File: config.mk
export PLATFORM = sky130hd
export DESIGN_NAME = sram_arbiter
export DESIGN_NICKNAME = d
export VERILOG_FILES = /design/src/rtl/sram_pkg.sv /design/src/rtl/sram_rd_tag_pipe.sv /design/src/rtl/sram_arbiter.sv
export SDC_FILE = /design/constraint.sdc
export NUM_CORES = 1
export LEC_CHECK = 0
export ABC_AREA = 1
export CAP_MARGIN = 40
export CORE_MARGIN = 1.5
export CORE_UTILIZATION = 40
export CTS_BUF_LIST = sky130_fd_sc_hd__clkbuf_16
export CTS_CLUSTER_DIAMETER = 40
export DETAILED_ROUTE_END_ITERATION = 16
export PLACE_DENSITY = 0.86
export SYNTH_ARGS = -nofsm -noshare
export SYNTH_HDL_FRONTEND = slang
export SYNTH_HIERARCHICAL = 1
export SYNTH_SLANG_ARGS = --single-unit
File: constraint.sdc
create_clock -name clk -period 3.3 [get_ports clk]
set_input_delay 0.66 -clock clk [delete_from_list [all_inputs] [get_ports clk]]
set_output_delay 0.66 -clock clk [all_outputs]
set_load 0.05 [all_outputs]
File: src/rtl/sram_pkg.sv
// Shared constants for the dual-port SRAM arbiter: state encoding, default
// widths and the read-return latency of the controller.
package sram_pkg;

    localparam int AW_DEF = 18;
    localparam int DW_DEF = 16;
    localparam int RD_LAT = 2;

    localparam logic [1:0] ST_IDLE_ENC = 2'd0;
    localparam logic [1:0] ST_OWN0_ENC = 2'd1;
    localparam logic [1:0] ST_OWN1_ENC = 2'd2;
    localparam logic [1:0] ST_TURN_ENC = 2'd3;

    typedef enum logic [1:0] {
        ST_IDLE = ST_IDLE_ENC,
        ST_OWN0 = ST_OWN0_ENC,
        ST_OWN1 = ST_OWN1_ENC,
        ST_TURN = ST_TURN_ENC
    } state_t;

    function automatic state_t own_state(input logic port);
        return port ? ST_OWN1 : ST_OWN0;
    endfunction

endpackage

File: src/rtl/sram_rd_tag_pipe.sv
// Two-stage {valid, port} tag pipe that aligns each issued read with the
// controller's registered read data two cycles later.
module sram_rd_tag_pipe (
    input  logic i_clk,
    input  logic i_rst,
    input  logic i_vld,
    input  logic i_port,
    output logic o_rvalid0,
    output logic o_rvalid1
);

    logic r_vld_p0;
    logic r_vld_p1;
    logic r_port_p0;
    logic r_port_p1;

    always_ff @(posedge i_clk or posedge i_rst) begin
        if (i_rst) begin
            r_vld_p0 <= 1'b0;
            r_vld_p1 <= 1'b0;
        end else begin
            r_vld_p0 <= i_vld;
            r_vld_p1 <= r_vld_p0;
        end
    end

    // Port tags are only meaningful alongside a set valid, so they carry no reset.
    always_ff @(posedge i_clk) begin
        r_port_p0 <= i_port;
        r_port_p1 <= r_port_p0;
    end

    assign o_rvalid0 = r_vld_p1 && !r_port_p1;
    assign o_rvalid1 = r_vld_p1 &&  r_port_p1;

endmodule

File: src/rtl/sram_arbiter.sv
// Round-robin arbiter sharing one SRAM controller between two request ports,
// with bounded bursts, a turnaround cycle between owners and tagged read returns.
module sram_arbiter
    import sram_pkg::*;
#(
    parameter int AW        = AW_DEF,
    parameter int DW        = DW_DEF,
    parameter int BURST_MAX = 4
) (
    input  logic          clk,
    input  logic          reset,
    input  logic          req0,
    input  logic          req1,
    input  logic          rw0,
    input  logic          rw1,
    input  logic [AW-1:0] addr0,
    input  logic [AW-1:0] addr1,
    input  logic [DW-1:0] wdata0,
    input  logic [DW-1:0] wdata1,
    output logic          ack0,
    output logic          ack1,
    output logic          rvalid0,
    output logic          rvalid1,
    output logic [DW-1:0] rdata,
    output logic          mem,
    output logic          rw,
    output logic [AW-1:0] addr,
    output logic [DW-1:0] data_f2s,
    input  logic          ready,
    input  logic [DW-1:0] data_s2f_r
);

    localparam logic [3:0] BMAX = 4'(BURST_MAX);

    state_t        r_state;
    state_t        w_state_nxt;
    logic          r_prio;
    logic          w_prio_nxt;
    logic [3:0]    r_cnt;
    logic [3:0]    w_cnt_inc;
    logic          r_rw;
    logic [AW-1:0] r_addr;
    logic [DW-1:0] r_wdata;

    logic          w_is_own;
    logic          w_own_port;
    logic          w_req_own;
    logic          w_req_oth;
    logic          w_issue;
    logic          w_enter;
    logic          w_sel_rw;
    logic [AW-1:0] w_sel_addr;
    logic [DW-1:0] w_sel_wdata;

    assign w_is_own   = (r_state == ST_OWN0) || (r_state == ST_OWN1);
    assign w_own_port = (r_state == ST_OWN1);
    assign w_req_own  = w_own_port ? req1 : req0;
    assign w_req_oth  = w_own_port ? req0 : req1;
    assign w_issue    = w_is_own && w_req_own && ready;
    assign w_cnt_inc  = (r_cnt == BMAX) ? r_cnt : r_cnt + 4'd1;

    assign w_sel_rw    = w_own_port ? rw1    : rw0;
    assign w_sel_addr  = w_own_port ? addr1  : addr0;
    assign w_sel_wdata = w_own_port ? wdata1 : wdata0;

    always_comb begin
        w_state_nxt = r_state;
        w_prio_nxt  = r_prio;
        case (r_state)
            ST_IDLE: begin
                if (req0 || req1)
                    w_state_nxt = own_state((r_prio ? req1 : req0) ? r_prio : !r_prio);
            end
            ST_OWN0, ST_OWN1: begin
                // A stalled controller freezes ownership entirely.
                if (ready) begin
                    if (!w_req_own) begin
                        w_state_nxt = w_req_oth ? ST_TURN : ST_IDLE;
                        w_prio_nxt  = !w_own_port;
                    end else if ((w_cnt_inc == BMAX) && w_req_oth) begin
                        w_state_nxt = ST_TURN;
                        w_prio_nxt  = !w_own_port;
                    end
                end
            end
            default: w_state_nxt = own_state(r_prio);
        endcase
    end

    assign w_enter = ((w_state_nxt == ST_OWN0) || (w_state_nxt == ST_OWN1)) &&
                     (w_state_nxt != r_state);

    always_ff @(posedge clk or posedge reset) begin
        if (reset) begin
            r_state <= ST_IDLE;
            r_prio  <= 1'b0;
            r_cnt   <= 4'd0;
            r_rw    <= 1'b1;
            r_addr  <= '0;
            r_wdata <= '0;
        end else begin
            r_state <= w_state_nxt;
            r_prio  <= w_prio_nxt;
            if (w_enter)
                r_cnt <= 4'd0;
            else if (w_issue)
                r_cnt <= w_cnt_inc;
            if (w_issue) begin
                r_rw    <= w_sel_rw;
                r_addr  <= w_sel_addr;
                r_wdata <= w_sel_wdata;
            end
        end
    end

    assign mem      = w_issue;
    assign ack0     = w_issue && !w_own_port;
    assign ack1     = w_issue &&  w_own_port;
    assign rw       = w_issue ? w_sel_rw    : r_rw;
    assign addr     = w_issue ? w_sel_addr  : r_addr;
    assign data_f2s = w_issue ? w_sel_wdata : r_wdata;
    assign rdata    = data_s2f_r;

    sram_rd_tag_pipe u_rd_tag_pipe (
        .i_clk     (clk),
        .i_rst     (reset),
        .i_vld     (w_issue && w_sel_rw),
        .i_port    (w_own_port),
        .o_rvalid0 (rvalid0),
        .o_rvalid1 (rvalid1)
    );

endmodule
==> out/results.tsv <==
metric	value	unit
tightest_slew	773	ps
antenna_found_initial	0	
drive_above_1_share	18.3	%
crit_path_start_kind	register	
hp-start	u_rd_tag_pipe/r_port_p0	
clock_latency	290	ps
cts_sinks	46	
die_h	79.3	um
core-area	0.00557	mm^2
root_buffer	clkbuf_16	
r2r-start	r_state[0]	
dp_slack	255	ps
total_leakage_power	0.00187	uW
grt.total_usage	23.9	%
cts_setup_buffers	0	
multi_input_area	966	um^2
crit_arrival	2400	ps
max-clock-path-buffers	2	
p_per_area	1190	mW/mm^2
cts_tree	built	
nNetsFinal	466	
required	2640	ps
grt_overflow	0	
n_antenna_cell	0	
grt_max_degree	37	
yosys_warnings	6	
max_slew_margin	48.1	%
synth_top_area_share	46.2	%
numCtsBuffers	5	
period_needed	3060	ps
fmax	0.327	GHz
maxCapViolations	0	
area_growth	69.8	%
die_x	79.3	um
rsz0062_at_grt	no	
setup_ws	242	ps
syn_area_per_cell	8.67	um^2
vias_per_cell	5.12	
syn_inst	269	
dr_total_vias	2266	
die-area	0.00629	mm^2
ys_seq_area_share	49.0	%
cts_resized	0	
hpwl	5230	um
io_pins	147	
tns	0	ps
cts.hold.buffers_added	0	
worstRegToRegCells	9	
synth_top_area_cell	dfrtp_1	
synth_cell_types	26	
report.final.setup_viol	0	
maxSlewViolCount	0	
grt_pass1_vias	2468	
crit_type	register to primary output	
min_path_cells	0	
worstHoldEndpoint	u_rd_tag_pipe/r_port_p1	
final_hold_viol_count	0	
synth_area	0.00233	mm^2
initial_core_util	41.8	%
cp-end-kind	primary output	
path_clk_slew	60	ps
ant_nets	0	
hp-class	register to register	
placementRows	27	
fin_worst_skew	7.12	ps
post_drt_wl_per_cell	15.6	um
drc	0	
htree_num_levels	2	
post-route-util	71.0	%
drt_iter0_markers	206	
synth_seq_cells	46	
ir_worst_vdd	0.840	mV
outcome	finished clean	
first_pass_iters	4	
min_period_over_period	92.7	%
postSynthNetCount	365	
synthTopCellsByArea	dfrtp_1 (46%), nand2_1 (15%), a22oi_1 (11%)	
seq_area	0.00114	mm^2
grt_pass1_wl	11600	um
r2r_slack	1130	ps
wirelength	6910	um
r2r-end	r_cnt[0]	
port_buffers	114	
critPathMaxFanout	36	
nFillCells	377	
finalWeightedCongestion	0.894	
startpoint	r_state[1]	
## cells in the mapped netlist (all sizes together)
cell type and n:
a21boi 1, a21oi 7, a22oi 34, a31oi 1
buf 23, clkbuf 3, clkinv 1, dfrtp 43
dfstp 1, dfxtp 2, ha 5, inv 14
nand2 104, nand3 10, nand4 2, nor2 11
o21a 1, o21ai 4, or2 2
## through the flow
| stage | hold WS, ps | instances | cell area, um^2 | power (uW) |
|---|---|---|---|---|
| after global placement | 314 | 435 | 3820 | 4150 |
| after floorplan | 310 | 269 | 2330 | 2660 |
| after detailed placement | 319 | 435 | 3820 | 4230 |
| after CTS | 329 | 443 | 3960 | 4720 |
| final | 328 | 443 | 3960 | 4700 |
| after global routing | 338 | 443 | 3960 | 4940 |
## cells by family after synthesis
| kind of cell | after synthesis | share of synthesized area (%) |
|---|---|---|
| simple gates | 129 | 24.5 |
| compound gates | 48 | 14.2 |
| flops | 46 | 49.0 |
| buf+inv | 41 | 9.55 |
| fa+ha+maj | 5 | 2.68 |
## flip-flops by register name, summed over array words and instances, names as in the netlist
name / count
r_addr: 18
r_cnt: 4
r_prio: 1
r_rw: 1
r_state: 2
r_wdata: 16
u_rd_tag_pipe/r_port_p0: 1
u_rd_tag_pipe/r_port_p1: 1
u_rd_tag_pipe/r_vld_p0: 1
u_rd_tag_pipe/r_vld_p1: 1
## report_power, final
part | total [uW] | leakage (uW) | internal, uW | switching (uW)
Sequential | 896 | 0.000570 | 808 | 88.5
Combinational | 3330 | 0.00123 | 1400 | 1920
Clock | 474 | 0.0000724 | 274 | 200
Total | 4700 | 0.00187 | 2490 | 2210
## metal layers
layer	wire length [um]	up-vias	GRT usage [%]	part of all wire (%)
met2	3950	77	44.1	57
met4	89	0	7.19	1.3
met1	2410	1101	26.0	35
met3	460	13	7.47	6.7
met5	0	-	0	0
li1	-	1075	-	-
## worst max-delay path by stage
stage,to,slack (ps),cells past startpoint
6_report,addr[0],240,8
5_1_grt,addr[0],90,8
4_1_cts,addr[0],250,8
3_5_place_dp,addr[0],250,7
3_3_place_gp,data_f2s[2],340,7
2_1_floorplan,rw,620,7
## layout make-up
class | instances | area share [%]
well taps | 72 | 2.28
multi-input cells | 182 | 24.4
inverters | 15 | 1.42
repair buffers | 120 | 39.6
clock inverters | 3 | 0.316
clock buffers | 5 | 3.16
flip-flops and latches | 46 | 28.9
## cell usage in the layout (no fill, tap or decap), types with 3 or more instances in the layout
cell type        count
a21oi_1              7
a22oi_1             34
buf_12              38
buf_4                6
clkbuf_16            5
clkdlybuf4s50_1     76
clkinv_1             3
dfrtp_1             43
ha_1                 5
inv_1               14
nand2_1             96
nand2_2              7
nand3_1              8
nor2_1               5
nor2_2               3
nor2_4               3
o21ai_0              4
## critical path: stages (launching register included)
cell and delay [ps]:
dfrtp_1 410, inv_1 100, ha_1 370, nand2_1 180
nor2_4 160, buf_4 370, a22oi_1 180, nand2_1 170
buf_12 150
Power figures use the tool's default switching activity.
